<file path="src/rtl/cache_port_arbiter.sv">
// cache_port_arbiter: round-robin arbiter sharing one cache_memory port among
// NUM_REQ requesters. Command registered to the port one cycle after the grant,
// response returned the cycle after that, tagged with the requester ID.
module cache_port_arbiter #(
  parameter int NUM_REQ        = 2,
  parameter int ID_BITS        = 1,
  parameter int INDEX_BITS     = 6,
  parameter int TAG_BITS       = 20,
  parameter int COHERENCE_BITS = 2,
  parameter int STATUS_BITS    = 2,
  parameter int SBITS          = 4,
  parameter int BLOCK_WIDTH    = 128,
  parameter int WAY_BITS       = 2
) (
  input  logic                            clock,
  input  logic                            reset,
  input  logic [NUM_REQ-1:0]              req_valid,
  input  logic [NUM_REQ-1:0]              req_lock,
  input  logic [2*NUM_REQ-1:0]            req_op,
  input  logic [INDEX_BITS*NUM_REQ-1:0]   req_index,
  input  logic [TAG_BITS*NUM_REQ-1:0]     req_tag,
  input  logic [SBITS*NUM_REQ-1:0]        req_meta,
  input  logic [BLOCK_WIDTH*NUM_REQ-1:0]  req_data,
  input  logic [WAY_BITS*NUM_REQ-1:0]     req_way,
  output logic [NUM_REQ-1:0]              req_ready,
  output logic                            resp_valid,
  output logic [ID_BITS-1:0]              resp_id,
  output logic [1:0]                      resp_op,
  output logic [BLOCK_WIDTH-1:0]          resp_data,
  output logic                            resp_hit,
  output logic [WAY_BITS-1:0]             resp_way,
  output logic [COHERENCE_BITS-1:0]       resp_coh,
  output logic [STATUS_BITS-1:0]          resp_status,
  output logic                            read,
  output logic                            write,
  output logic                            invalidate,
  output logic [INDEX_BITS-1:0]           index,
  output logic [TAG_BITS-1:0]             tag,
  output logic [SBITS-1:0]                meta_data,
  output logic [BLOCK_WIDTH-1:0]          data_in,
  output logic [WAY_BITS-1:0]             way_select,
  input  logic [BLOCK_WIDTH-1:0]          data_out,
  input  logic [WAY_BITS-1:0]             matched_way,
  input  logic [COHERENCE_BITS-1:0]       coh_bits,
  input  logic [STATUS_BITS-1:0]          status_bits,
  input  logic                            hit
);

  localparam logic [1:0] OP_WRITE = 2'b01;
  localparam logic [1:0] OP_INVAL = 2'b10;
  localparam logic [ID_BITS:0] NUM_REQ_W = (ID_BITS+1)'(NUM_REQ);

  logic [ID_BITS-1:0]     rr_ptr;
  logic                   lock_valid;
  logic [ID_BITS-1:0]     lock_owner;

  logic [NUM_REQ-1:0]     grant;
  logic [ID_BITS-1:0]     grant_id;
  logic                   found;
  logic [ID_BITS:0]       cand_sum;
  logic [ID_BITS-1:0]     cand;
  logic                   handshake;

  logic [1:0]             sel_op;
  logic [INDEX_BITS-1:0]  sel_index;
  logic [TAG_BITS-1:0]    sel_tag;
  logic [SBITS-1:0]       sel_meta;
  logic [BLOCK_WIDTH-1:0] sel_data;
  logic [WAY_BITS-1:0]    sel_way;
  logic                   sel_is_read;

  logic                   s1_valid;
  logic [ID_BITS-1:0]     s1_id;
  logic [1:0]             s1_op;
  logic                   resp_is_read;

  // Grant selection: lock owner only, else first valid requester after rr_ptr.
  always_comb begin
    // NOTE: every variable gets a default before any branch so no latch is inferred.
    grant    = '0;
    grant_id = '0;
    found    = 1'b0;
    cand_sum = '0;
    cand     = '0;
    if (lock_valid) begin
      grant[lock_owner] = req_valid[lock_owner];
      grant_id          = lock_owner;
    end else begin
      for (int k = 1; k <= NUM_REQ; k++) begin
        cand_sum = {1'b0, rr_ptr} + (ID_BITS+1)'(k);
        if (cand_sum >= NUM_REQ_W) cand_sum = cand_sum - NUM_REQ_W;
        cand = cand_sum[ID_BITS-1:0];
        if (!found && req_valid[cand]) begin
          found       = 1'b1;
          grant[cand] = 1'b1;
          grant_id    = cand;
        end
      end
    end
    // Reset is asynchronous, so the combinational grant must also drop at once.
    if (reset) grant = '0;
  end

  assign req_ready = grant;
  assign handshake = |grant;

  // Field mux from the single granted requester.
  always_comb begin
    sel_op    = '0;
    sel_index = '0;
    sel_tag   = '0;
    sel_meta  = '0;
    sel_data  = '0;
    sel_way   = '0;
    for (int i = 0; i < NUM_REQ; i++) begin
      if (grant[i]) begin
        sel_op    = req_op[2*i +: 2];
        sel_index = req_index[INDEX_BITS*i +: INDEX_BITS];
        sel_tag   = req_tag[TAG_BITS*i +: TAG_BITS];
        sel_meta  = req_meta[SBITS*i +: SBITS];
        sel_data  = req_data[BLOCK_WIDTH*i +: BLOCK_WIDTH];
        sel_way   = req_way[WAY_BITS*i +: WAY_BITS];
      end
    end
  end

  // Reserved op 11 is issued to the cache as a read.
  assign sel_is_read = (sel_op != OP_WRITE) && (sel_op != OP_INVAL);

  // Round-robin pointer and lock ownership advance only on a handshake.
  always_ff @(posedge clock or posedge reset) begin
    if (reset) begin
      // NOTE: sequential state uses non-blocking assignments so all flops update together.
      rr_ptr     <= ID_BITS'(NUM_REQ - 1);
      lock_valid <= 1'b0;
      lock_owner <= '0;
    end else if (handshake) begin
      rr_ptr     <= grant_id;
      lock_valid <= req_lock[grant_id];
      lock_owner <= grant_id;
    end else if (lock_valid && !req_valid[lock_owner]) begin
      lock_valid <= 1'b0;
    end
  end

  // Stage 1: registered command on the cache port, all fields zero when idle.
  always_ff @(posedge clock or posedge reset) begin
    if (reset) begin
      read       <= 1'b0;
      write      <= 1'b0;
      invalidate <= 1'b0;
      index      <= '0;
      tag        <= '0;
      meta_data  <= '0;
      data_in    <= '0;
      way_select <= '0;
      s1_valid   <= 1'b0;
      s1_id      <= '0;
      s1_op      <= '0;
    end else begin
      read       <= handshake && sel_is_read;
      write      <= handshake && (sel_op == OP_WRITE);
      invalidate <= handshake && (sel_op == OP_INVAL);
      index      <= sel_index;
      tag        <= sel_tag;
      meta_data  <= sel_meta;
      data_in    <= sel_data;
      way_select <= sel_way;
      s1_valid   <= handshake;
      s1_id      <= grant_id & {ID_BITS{handshake}};
      s1_op      <= sel_op;
    end
  end

  // Stage 2: response tag; the cache delivers its result in this same cycle.
  always_ff @(posedge clock or posedge reset) begin
    if (reset) begin
      resp_valid   <= 1'b0;
      resp_id      <= '0;
      resp_op      <= '0;
      resp_is_read <= 1'b0;
    end else begin
      resp_valid   <= s1_valid;
      resp_id      <= s1_id;
      resp_op      <= s1_op;
      resp_is_read <= read;
    end
  end

  // Cache results are only meaningful for reads; writes/invalidates report zeros.
  assign resp_data   = resp_is_read ? data_out    : '0;
  assign resp_hit    = resp_is_read & hit;
  assign resp_way    = resp_is_read ? matched_way : '0;
  assign resp_coh    = resp_is_read ? coh_bits    : '0;
  assign resp_status = resp_is_read ? status_bits : '0;

endmodule

</file>
<file path="config.mk">
export PLATFORM = sky130hd
export DESIGN_NAME = cache_port_arbiter
export DESIGN_NICKNAME = d
export VERILOG_FILES = /design/src/rtl/cache_port_arbiter.sv
export SDC_FILE = /design/constraint.sdc
export NUM_CORES = 1
export LEC_CHECK = 0
export ABC_AREA = 1
export CORE_AREA = 8 8 290 292
export CTS_BUF_LIST = sky130_fd_sc_hd__clkbuf_8
export DETAILED_ROUTE_END_ITERATION = 16
export DIE_AREA = 0 0 298 300
export MAX_ROUTING_LAYER = met4
export PLACE_DENSITY_LB_ADDON = 0.08
export SLEW_MARGIN = 20
export SYNTH_ARGS = -nofsm -noshare
export SYNTH_HDL_FRONTEND = slang
export SYNTH_SLANG_ARGS = --single-unit
</file>
<file path="constraint.sdc">
create_clock -name clock -period 5.65 [get_ports clock]
set_input_delay 0.8475 -clock clock [delete_from_list [all_inputs] [get_ports clock]]
set_output_delay 0.8475 -clock clock [all_outputs]
set_load 0.05 [all_outputs]
</file>
==> results.cfg <==
[status]
status = finished, final reports clean

[global_routing]
grt_pass1_wl_um = 70990
track_usage_pct = 11.73
met3_usage_pct = 7.076
grt.busiest_layer = met2
grt_max_degree = 114
first_global_vias = 8739
grt_util_met2_pct = 21.16
antenna_found_initial = 26
gr-usage-met1_pct = 10.04
grt_overflow = 0

[synth]
synth.distinct_cells = 18
synthesis.area_um2 = 7306
synth-compound-area-share_pct = 19.47
netlist_instances = 694
avgSynthCellArea_um2 = 10.53
syn-num-nets = 1159
synthMuxAreaShare_pct = 0
synth-simple-area-share_pct = 8.769
seq_area_frac_synth_pct = 59.96
synthAdderAreaFrac_pct = 0
ys_ff_latch = 175
synth_xor_area_share_pct = 0
ys_warn_count = 0
synth_top_family_by_area = compound AO/OA/AOI/OAI gates

[die]
coreArea_um2 = 79640
fp.dieH_um = 300
start_util_pct = 9.174
die_w_um = 298
ioPinCount = 769
floorplan.rows = 104
dieArea_um2 = 89400

[placed_design]
hpwl_um = 43480
placed_area_um2 = 16080
port_buffers = 768
place_inst = 2479
routabilityCongestion = 0.9005

[finish]
nets = 1903
drive_gt1_share_pct = 3.515
final_common_cell = clkdlybuf4s50_1
fin_cells = 2538
layout_common_cells = 768 x clkdlybuf4s50_1, 173 x dfrtp_1, 160 x a22o_1
final_cell_area_um2 = 16550
syn2layout_area_growth_pct = 126.5

[route]
drcViolationCount = 0
antenna_left = 0
viasPerCell = 3.153
dr.first_iter.drc_count = 212
first_pass_iters = 4
wirelength_um = 53220
routedWlPerCell_um = 20.97
num_vias = 8003

[worst_setup_path]
cp_slowest_cell = dfrtp_4
start_kind = flop
worstReg2RegEnd = read
path_cells = buf_4 > nand2_1 > inv_1 > clkdlybuf4s50_1
cp-endpoint = resp_data[106]
path_max_fanout = 90
reg2reg_depth = 9
timing.rr.start = lock_valid
required_ns = 4.80
cp-startpoint = resp_is_read
endpoint_kind = output pin
critPathArrivalTime_ns = 3.14
critical-path-max-stage-delay_ns = 1.03
reg2reg_slack_ns = 3.25
path_class = reg2out

[clock_network]
clkLatencyLatePin_ns = 0.55
cts_resized = 0
cts_tree = built
htreeDepth = 4
numCtsBuffers = 17
cts.clk_slew.worst_paths_ns = 0.12
post_cts.repair.setup_buffers = 0
cts-root-buf = clkbuf_8
cts_hold_buf = 0
clock_sinks = 175
ctsLongestPathBuffers = 2

[sta]
worst_pin_slew_ns = 0.9950
drv_slew = 0
period_share_pct = 70.63
slew_headroom_pct = 33.67
hold_violations = 0
max_freq_mhz = 250.6
finalSetupTns_ns = 0
setup_violations = 0
skew_ns = 0.02913
rsz0062_at_grt = false
finalCriticalPeriod_ns = 3.991

[power]
switchingPower_uw = 2960
pwr-share-seq_pct = 27.5
ir_drop_uv = 108.0
p_comb_share_pct = 56.4
sw_frac_of_total_pct = 49.78
power.density_nw_per_um2 = 359.3
p_int_uw = 2987
clock_power_share_pct = 16.1
p_leak_uw = 0.007543

[hold_path]
hp-class = reg2reg

[job]
cap_violations = 0
==> synth_stat cells <==
cell type / instances / area, µm²
a21oi_1: 1 / 5.000
a22o_1: 160 / 1401
a31oi_1: 1 / 6.260
buf_2: 20 / 100.1
buf_4: 9 / 67.56
buf_6: 10 / 112.6
clkbuf_1: 10 / 37.54
dfrtp_1: 174 / 4354
dfstp_2: 1 / 26.28
inv_1: 141 / 529.3
inv_2: 4 / 15.01
nand2_1: 144 / 540.5
nand2_2: 3 / 18.77
nand3_1: 4 / 20.02
nand3_2: 3 / 30.03
nand4_1: 2 / 12.51
nor2_1: 5 / 18.77
o21ai_0: 2 / 10.01
==> layout make-up <==
class | instances | area, µm²
Fill cell | 8763 | 63090
Timing Repair Buffer | 774 | 7745
Sequential cell | 175 | 4384
Multi-Input combinational cell | 325 | 2063
Tap cell | 1060 | 1326
Inverter | 145 | 561.8
Clock buffer | 17 | 234.0
Clock inverter | 15 | 168.9
Antenna cell | 27 | 67.56
==> sequential cells by signal, summed over array words and instances (netlist names) <==
name,cells
meta_data,4
resp_op,2
s1_id,1
invalidate,1
index,6
data_in,128
resp_valid,1
way_select,2
rr_ptr,1
lock_valid,1
read,1
write,1
resp_is_read,1
tag,20
s1_valid,1
s1_op,2
lock_owner,1
resp_id,1
==> worst min path at each step <==
| stage | from | end | slack [ns] | depth (start not counted) |
|---|---|---|---|---|
| after floorplan | s1_id | resp_id | 0.33 | 0 |
| after global placement | s1_valid | resp_valid | 0.34 | 0 |
| after detailed placement | s1_valid | resp_valid | 0.35 | 0 |
| after CTS | s1_valid | resp_valid | 0.34 | 0 |
| after global routing | s1_valid | resp_valid | 0.36 | 0 |
| final | s1_valid | resp_valid | 0.35 | 0 |
==> metrics by stage <==
step           hold slack (ns)  setup WS, ns  total power (µW)  utilization [%]
3_3_place_gp            0.3367         1.644              5111            20.19
5_1_grt                 0.3644         1.331              6283            20.78
4_1_cts                 0.3442         1.455              6145            20.70
2_1_floorplan           0.3312       0.05895              3624                -
3_5_place_dp            0.3451         1.649              5092            20.19
6_report                0.3521         1.660              5947            20.78
==> power by group through the flow <==
stage / sequential (µW) / clock (µW) / combinational (µW)
finish: 1630 / 959 / 3350
floorplan: 2390 / 0 / 1240
detailed placement: 1670 / 0 / 3430
global route: 1670 / 1090 / 3520
global placement: 1660 / 0 / 3450
CTS: 1640 / 1070 / 3430
==> per-layer routing <==
layer,vias up,wire (µm)
li1,3779,-
met2,452,28240
met3,38,5818
met1,3734,17980
met5,-,0
met4,0,1183
==> critical path: cells and delay by family, from the launching register on <==
| family | cells | cell delay, ns |
|---|---|---|
| and+or+nand+nor | 1 | 0.10 |
| DFF | 1 | 1.03 |
| buffers and inverters | 3 | 1.41 |
==> cells by family after synthesis <==
family          after synthesis
flops                       175
compound gates              164
buf+inv                     194
simple gates                161
Note: power is estimated with default switching activity, not from simulation.
